--- config.mk ---
export PLATFORM = sky130hd
export DESIGN_NAME = attribute_symbol_sequencer
export DESIGN_NICKNAME = d
export VERILOG_FILES = /design/src/rtl/attr_dec_pkg.sv /design/src/rtl/attr_history_shift.sv /design/src/rtl/attribute_symbol_sequencer.sv
export SDC_FILE = /design/constraint.sdc
export NUM_CORES = 1
export LEC_CHECK = 0
export ABC_AREA = 1
export BUFFER_PORTS_ARGS = -buffer_cell sky130_fd_sc_hd__buf_2
export CAP_MARGIN = 20
export CORE_MARGIN = 4
export CORE_UTILIZATION = 50
export CTS_BUF_LIST = sky130_fd_sc_hd__clkbuf_2
export DETAILED_ROUTE_END_ITERATION = 10
export HOLD_SLACK_MARGIN = 0.1
export PLACE_DENSITY = 0.76
export SKIP_CTS_REPAIR_TIMING = 1
export SLEW_MARGIN = 15
export SYNTH_ARGS = -nofsm -noshare
export SYNTH_HDL_FRONTEND = slang
export SYNTH_SLANG_ARGS = --single-unit
--- constraint.sdc ---
create_clock -name clk -period 4.6 [get_ports clk]
set_input_delay 0.92 -clock clk [delete_from_list [all_inputs] [get_ports clk]]
set_output_delay 0.92 -clock clk [all_outputs]
set_load 0.03 [all_outputs]
--- src/rtl/attr_dec_pkg.sv ---
// Shared definitions for the attribute decode path.
//   seq_state_t : sequencer FSM states
//   DEF_*       : default widths / depth used by the decoder blocks
//   mode_field  : extracts the prediction-mode field from a symbol
package attr_dec_pkg;

  localparam int DEF_SYMBOL_WIDTH = 8;
  localparam int DEF_ATTR_WIDTH   = 8;
  localparam int DEF_K            = 4;
  localparam int DEF_MODE_WIDTH   = 3;

  typedef enum logic [1:0] {
    S_MODE  = 2'd0,
    S_RESID = 2'd1,
    S_ISSUE = 2'd2,
    S_WAIT  = 2'd3
  } seq_state_t;

  // Symbol is passed zero-extended to 32 bits so the helper works for any
  // symbol width up to 32; the low mode_width bits are the mode.
  function automatic logic [31:0] mode_field(input logic [31:0] sym, input int mode_width);
    logic [31:0] mask;
    mask = (32'd1 << mode_width) - 32'd1;
    return sym & mask;
  endfunction

endpackage

--- src/rtl/attr_history_shift.sv ---
// Neighbour history: K entries of ATTR_WIDTH, entry 0 is the most recent.
//   clk, rst_n  : clock, synchronous active-low reset
//   shift_en    : push din into entry 0, older entries move up by one
//   clear       : synchronous clear of history and count (wins over shift)
//   din         : attribute to push
//   hist        : history contents
//   hist_count  : number of valid entries, saturates at K
module attr_history_shift
  import attr_dec_pkg::*;
#(
  parameter int ATTR_WIDTH = DEF_ATTR_WIDTH,
  parameter int K          = DEF_K
) (
  input  logic                          clk,
  input  logic                          rst_n,
  input  logic                          shift_en,
  input  logic                          clear,
  input  logic [ATTR_WIDTH-1:0]         din,
  output logic [K-1:0][ATTR_WIDTH-1:0]  hist,
  output logic [$clog2(K+1)-1:0]        hist_count
);

  localparam int HCW = $clog2(K + 1);

  always_ff @(posedge clk) begin
    if (!rst_n || clear) begin
      hist       <= '0;
      hist_count <= '0;
    end else if (shift_en) begin
      hist[0] <= din;
      for (int i = 1; i < K; i++) begin
        hist[i] <= hist[i-1];
      end
      if (hist_count != HCW'(K)) begin
        hist_count <= HCW'(hist_count + 1'b1);
      end
    end
  end

endmodule

--- src/rtl/attribute_symbol_sequencer.sv ---
// Pairs the entropy decoder's symbol stream into (mode, residual), presents
// the pair plus the neighbour history to the attribute decompressor, waits
// its fixed latency and writes the returned attribute back into the history.
// Also enforces frame boundaries and counts mode / framing errors.
//   clk, rst_n             : clock, synchronous active-low reset
//   sym_valid/ready/data/last : symbol stream handshake
//   decoded_symbols        : [0] mode symbol, [1] residual symbol
//   neighboring_attributes : history, [0] most recent
//   pair_valid             : one-cycle strobe when a pair is presented
//   final_attribute        : decompressor result fed back
//   mode_error, frame_error, frame_done : one-cycle strobes
//   point_count            : points completed in the current frame
//   err_count              : saturating error count
module attribute_symbol_sequencer
  import attr_dec_pkg::*;
#(
  parameter int SYMBOL_WIDTH    = DEF_SYMBOL_WIDTH,
  parameter int ATTR_WIDTH      = DEF_ATTR_WIDTH,
  parameter int K               = DEF_K,
  parameter int MODE_WIDTH      = DEF_MODE_WIDTH,
  parameter int ATTR_LATENCY    = 1,
  parameter int POINT_CNT_WIDTH = 16
) (
  input  logic                          clk,
  input  logic                          rst_n,
  input  logic                          sym_valid,
  output logic                          sym_ready,
  input  logic [SYMBOL_WIDTH-1:0]       sym_data,
  input  logic                          sym_last,
  output logic [1:0][SYMBOL_WIDTH-1:0]  decoded_symbols,
  output logic [K-1:0][ATTR_WIDTH-1:0]  neighboring_attributes,
  output logic                          pair_valid,
  input  logic [ATTR_WIDTH-1:0]         final_attribute,
  output logic                          mode_error,
  output logic                          frame_error,
  output logic                          frame_done,
  output logic [POINT_CNT_WIDTH-1:0]    point_count,
  output logic [7:0]                    err_count
);

  seq_state_t                 state_reg;
  logic [3:0]                 lat_cnt_reg;
  logic                       frame_last_reg;
  logic [$clog2(K+1)-1:0]     hist_count;
  logic                       sym_xfer;
  logic                       write_back;
  logic                       hist_clear;
  logic [31:0]                mode_val;
  logic                       mode_bad;

  assign sym_xfer   = sym_valid && sym_ready;
  assign write_back = (state_reg == S_WAIT) && (lat_cnt_reg == 4'd1);
  // Frame clear comes either from a misplaced sym_last on a mode symbol or
  // from completing the last point of the frame (overrides the shift).
  assign hist_clear = (write_back && frame_last_reg) ||
                      ((state_reg == S_MODE) && sym_xfer && sym_last);

  assign mode_val = mode_field(32'(decoded_symbols[0]), MODE_WIDTH);
  assign mode_bad = (mode_val > 32'(K)) ||
                    ((mode_val >= 32'd1) && (mode_val > 32'(hist_count)));

  attr_history_shift #(
    .ATTR_WIDTH (ATTR_WIDTH),
    .K          (K)
  ) u_hist (
    .clk        (clk),
    .rst_n      (rst_n),
    .shift_en   (write_back),
    .clear      (hist_clear),
    .din        (final_attribute),
    .hist       (neighboring_attributes),
    .hist_count (hist_count)
  );

  always_ff @(posedge clk) begin
    if (!rst_n) begin
      state_reg       <= S_MODE;
      sym_ready       <= 1'b0;
      decoded_symbols <= '0;
      pair_valid      <= 1'b0;
      mode_error      <= 1'b0;
      frame_error     <= 1'b0;
      frame_done      <= 1'b0;
      point_count     <= '0;
      err_count       <= '0;
      frame_last_reg  <= 1'b0;
      lat_cnt_reg     <= '0;
    end else begin
      pair_valid  <= 1'b0;
      mode_error  <= 1'b0;
      frame_error <= 1'b0;
      frame_done  <= 1'b0;
      case (state_reg)
        S_MODE: begin
          sym_ready <= 1'b1;
          if (sym_xfer) begin
            if (sym_last) begin
              // Frame ended on a mode symbol: drop it and restart the frame.
              frame_error <= 1'b1;
              point_count <= '0;
              if (err_count != 8'hFF) err_count <= err_count + 8'd1;
            end else begin
              decoded_symbols[0] <= sym_data;
              state_reg          <= S_RESID;
            end
          end
        end
        S_RESID: begin
          if (sym_xfer) begin
            decoded_symbols[1] <= sym_data;
            frame_last_reg     <= sym_last;
            state_reg          <= S_ISSUE;
            sym_ready          <= 1'b0;
            // Strobes registered here so they are high during S_ISSUE.
            pair_valid         <= 1'b1;
            if (mode_bad) begin
              mode_error <= 1'b1;
              if (err_count != 8'hFF) err_count <= err_count + 8'd1;
            end
          end
        end
        S_ISSUE: begin
          lat_cnt_reg <= 4'(ATTR_LATENCY);
          state_reg   <= S_WAIT;
        end
        S_WAIT: begin
          lat_cnt_reg <= lat_cnt_reg - 4'd1;
          if (lat_cnt_reg == 4'd1) begin
            state_reg <= S_MODE;
            sym_ready <= 1'b1;
            if (frame_last_reg) begin
              point_count    <= '0;
              frame_done     <= 1'b1;
              frame_last_reg <= 1'b0;
            end else begin
              point_count <= point_count + 1'b1;
            end
          end
        end
        default: state_reg <= S_MODE;
      endcase
    end
  end

endmodule
==> impl_metrics.py <==
metrics = {
    "worst_setup_path": {
        "required_ps": 5080,
        "critPathLaunchType": "register",
        "r2r_cells": 8,
        "critical_path_class": "register to register",
        "end_kind": "register",
        "crit_arrival_ps": 3500,
        "r2r_slack_ps": 1580,
        "timing.rr.end": "u_hist.hist_count[2]$_SDFFE_PP0P_",
        "r2r_start": "state_reg[1]$_SDFFE_PN0P_",
        "cp_max_fo": 34,
    },
    "synth": {
        "yosysTopAreaCell": "dfxtp_1",
        "synth_area_leaders": "dfxtp_1 45%, nand2_1 13%, a21oi_1 6.8%, nor2_1 6.5%, inv_1 4.5%",
        "synth_compound_area_frac": 0.126,
        "synthXorXnorAreaFrac": 0.0131,
        "synthTopCellsByCount": "138 x nand2_1, 87 x dfxtp_1, 68 x nor2_1, 53 x a21oi_1, 47 x inv_1",
        "netlist.area_leader.share": 0.446,
        "syn_avg_cell_area_sq_um": 7.37,
        "synth_async_sr_flop_share": 0,
        "syn_area_sq_um": 3900,
        "synthCells": 529,
        "yosys-mux-area-fraction": 0,
        "ys_seq_elements": 87,
        "synth_adder_area_share": 0.0449,
        "yosysMostFrequentCell": "nand2_1",
        "ys_seq_area_frac": 0.446,
        "yosysUniqueCellTypes": 38,
        "syn_nets": 563,
        "synth_top_family_by_area": "simple AND/OR/NAND/NOR gates",
        "yosys.area_share.simple": 0.292,
        "synth-main-ff-cell": "dfxtp_1",
        "yosys_warnings": 0,
        "synth_edf_count": 0,
    },
    "job": {
        "max_cap_violations": 0,
    },
    "cells_and_area": {
        "final-instance-count-excl-fill": 723,
        "nFillCells": 679,
        "postLayoutCoreUtil": 0.611,
        "largest_registers": "u_hist.hist: 32 flops, decoded_symbols: 16 flops, point_count: 16 flops",
        "drive_gt1_frac": 0.234,
        "fin_nets": 653,
        "diodes": 0,
        "top_register": "u_hist.hist",
        "largest_reg_flops": 32,
        "area_growth_pct": 16.0,
    },
    "clocking": {
        "cts_tree": "built",
        "cts_buffers": 9,
        "cts.sinks": 87,
        "clock-root-buffer": "clkbuf_2",
        "cts_buffer_depth": 2,
        "htreeDepth": 3,
        "clk_latency_ps": 570,
        "clk_pin_slew_worst_paths_ps": 270,
    },
    "drt": {
        "first_iter_violations": 154,
        "highest_layer": "met4",
        "ant_nets": 0,
        "drc": 0,
        "vias": 3621,
        "wl_um": 8830,
        "first_pass_iters": 4,
        "post_drt_wl_per_cell_um": 12.2,
        "met2WireLength_um": 4160,
        "vias_per_cell": 5.01,
        "drt-met1-wl_um": 3990,
        "dr_wl_met3_um": 533,
    },
    "placed_design": {
        "place_inst": 707,
        "io_buffers": 96,
        "place_hpwl_um": 6440,
        "routabilityCongestion": 0.835,
    },
    "die": {
        "boundaryPins": 97,
        "core_area_sq_um": 7410,
        "die-area_sq_um": 9280,
        "die_w_um": 96.3,
        "die_h_um": 96.3,
        "start_util": 0.527,
        "num_rows": 31,
    },
    "timing": {
        "fin_skew_ps": 56.6,
        "max_clock_freq_mhz": 331,
        "tightest_slew_ps": 660,
        "period_share": 0.656,
        "finalMaxSlewViolations": 0,
        "min_period_ps": 3020,
        "tns_ps": 0,
        "finalSetupViolCount": 0,
        "hold_violations": 0,
        "rsz0062_at_grt": "no",
        "maxSlewHeadroom": 0.559,
    },
    "hold_path": {
        "hold_class": "register to register",
        "holdPathEnd": "u_hist.hist[27]$_SDFFE_PP0P_",
        "holdPathStages": 2,
        "holdCritStartpoint": "u_hist.hist[27]$_SDFFE_PP0P_",
    },
    "global_routing": {
        "grt_max_degree": 35,
        "grt_usage": 0.201,
        "antenna_found_initial": 0,
        "overflow": 0,
        "grt_pass1_vias": 3390,
        "grt_pass1_wl_um": 14900,
    },
    "outcome": {
        "status": "finished, final reports clean",
    },
    "power": {
        "leakagePower_uw": 0.00207,
        "power_density_nw_per_um2": 373,
        "peakVddDrop_mv": 0.216,
    },
}
area by class of cell:
type,instances,area [sq um],share of cell area
clock buffer,9,45.0,0.00995
tap,99,124,0.0274
multi-input combinational,371,1860,0.411
sequential,87,1740,0.385
inverter,54,206,0.0456
timing repair buffer,96,480,0.106
clock inverter,7,68.8,0.0152
per-stage QoR:
stage | power (uW) | setup WS, ps | cell area [sq um] | hold slack (ps)
3_3_place_gp | 1300 | 1640 | 4410 | 447
2_1_floorplan | 1210 | 2770 | 3900 | 457
5_1_grt | 1800 | 1150 | 4530 | 499
3_5_place_dp | 1320 | 1550 | 4410 | 452
4_1_cts | 1710 | 1550 | 4530 | 480
6_report | 1690 | 1580 | 4530 | 477
cell families (layout without fill, tap and decap cells):
| group | after synthesis | in the layout |
|---|---|---|
| AOI/OAI and AO/OA | 94 | 94 |
| xor gates and xnor gates | 5 | 5 |
| adders and majority gates | 14 | 14 |
| buffers and inverters | 71 | 166 |
| DFF | 87 | 87 |
| and+or+nand+nor | 258 | 258 |
per-layer routing:
metal / vias to the layer above / GRT usage
met1: 1639 / 0.254
li1: 1876 / -
met2: 90 / 0.334
met5: - / 0
met3: 16 / 0.0446
met4: 0 / 0.0759
where the power goes:
group / switching [uW] / total, uW / internal (uW)
Clock: 298 / 388 / 90.3
Sequential: 47.0 / 857 / 810
Combinational: 312 / 444 / 132
Total: 657 / 1690 / 1030
worst max-delay path, cell delays in order (launching register included):
cell and delay [ps]:
dfxtp_1 430, ha_1 370, nand3_2 580, inv_2 630
nand2_1 160, nand3_2 500, inv_1 120, o21ai_0 120
a21oi_1 60
layout by cell type, fill, tap and decap left out, drive strengths merged, types with 9 or more instances in the layout:
master  Yosys  layout
nor2       76      76
buf        12      96
clkbuf      5       9
o21ai      33      33
nand4      10      10
a21oi      53      53
nand3      14      14
nand2     147     147
ha         14      14
dfxtp      87      87
inv        53      58
worst max path at each step:
stage	start	endpoint	slack (ps)	cells after the start
after floorplan	sym_valid	point_count[5]$_SDFFE_PN0P_	2770	10
after global placement	state_reg[1]$_SDFFE_PN0P_	u_hist.hist_count[2]$_SDFFE_PP0P_	1640	8
after detailed placement	state_reg[1]$_SDFFE_PN0P_	u_hist.hist_count[2]$_SDFFE_PP0P_	1550	8
after CTS	state_reg[1]$_SDFFE_PN0P_	u_hist.hist_count[2]$_SDFFE_PP0P_	1550	8
after global routing	state_reg[1]$_SDFFE_PN0P_	u_hist.hist_count[0]$_SDFFE_PP0P_	1150	8
final	state_reg[1]$_SDFFE_PN0P_	u_hist.hist_count[2]$_SDFFE_PP0P_	1580	8
Power figures use the tool's default switching activity.
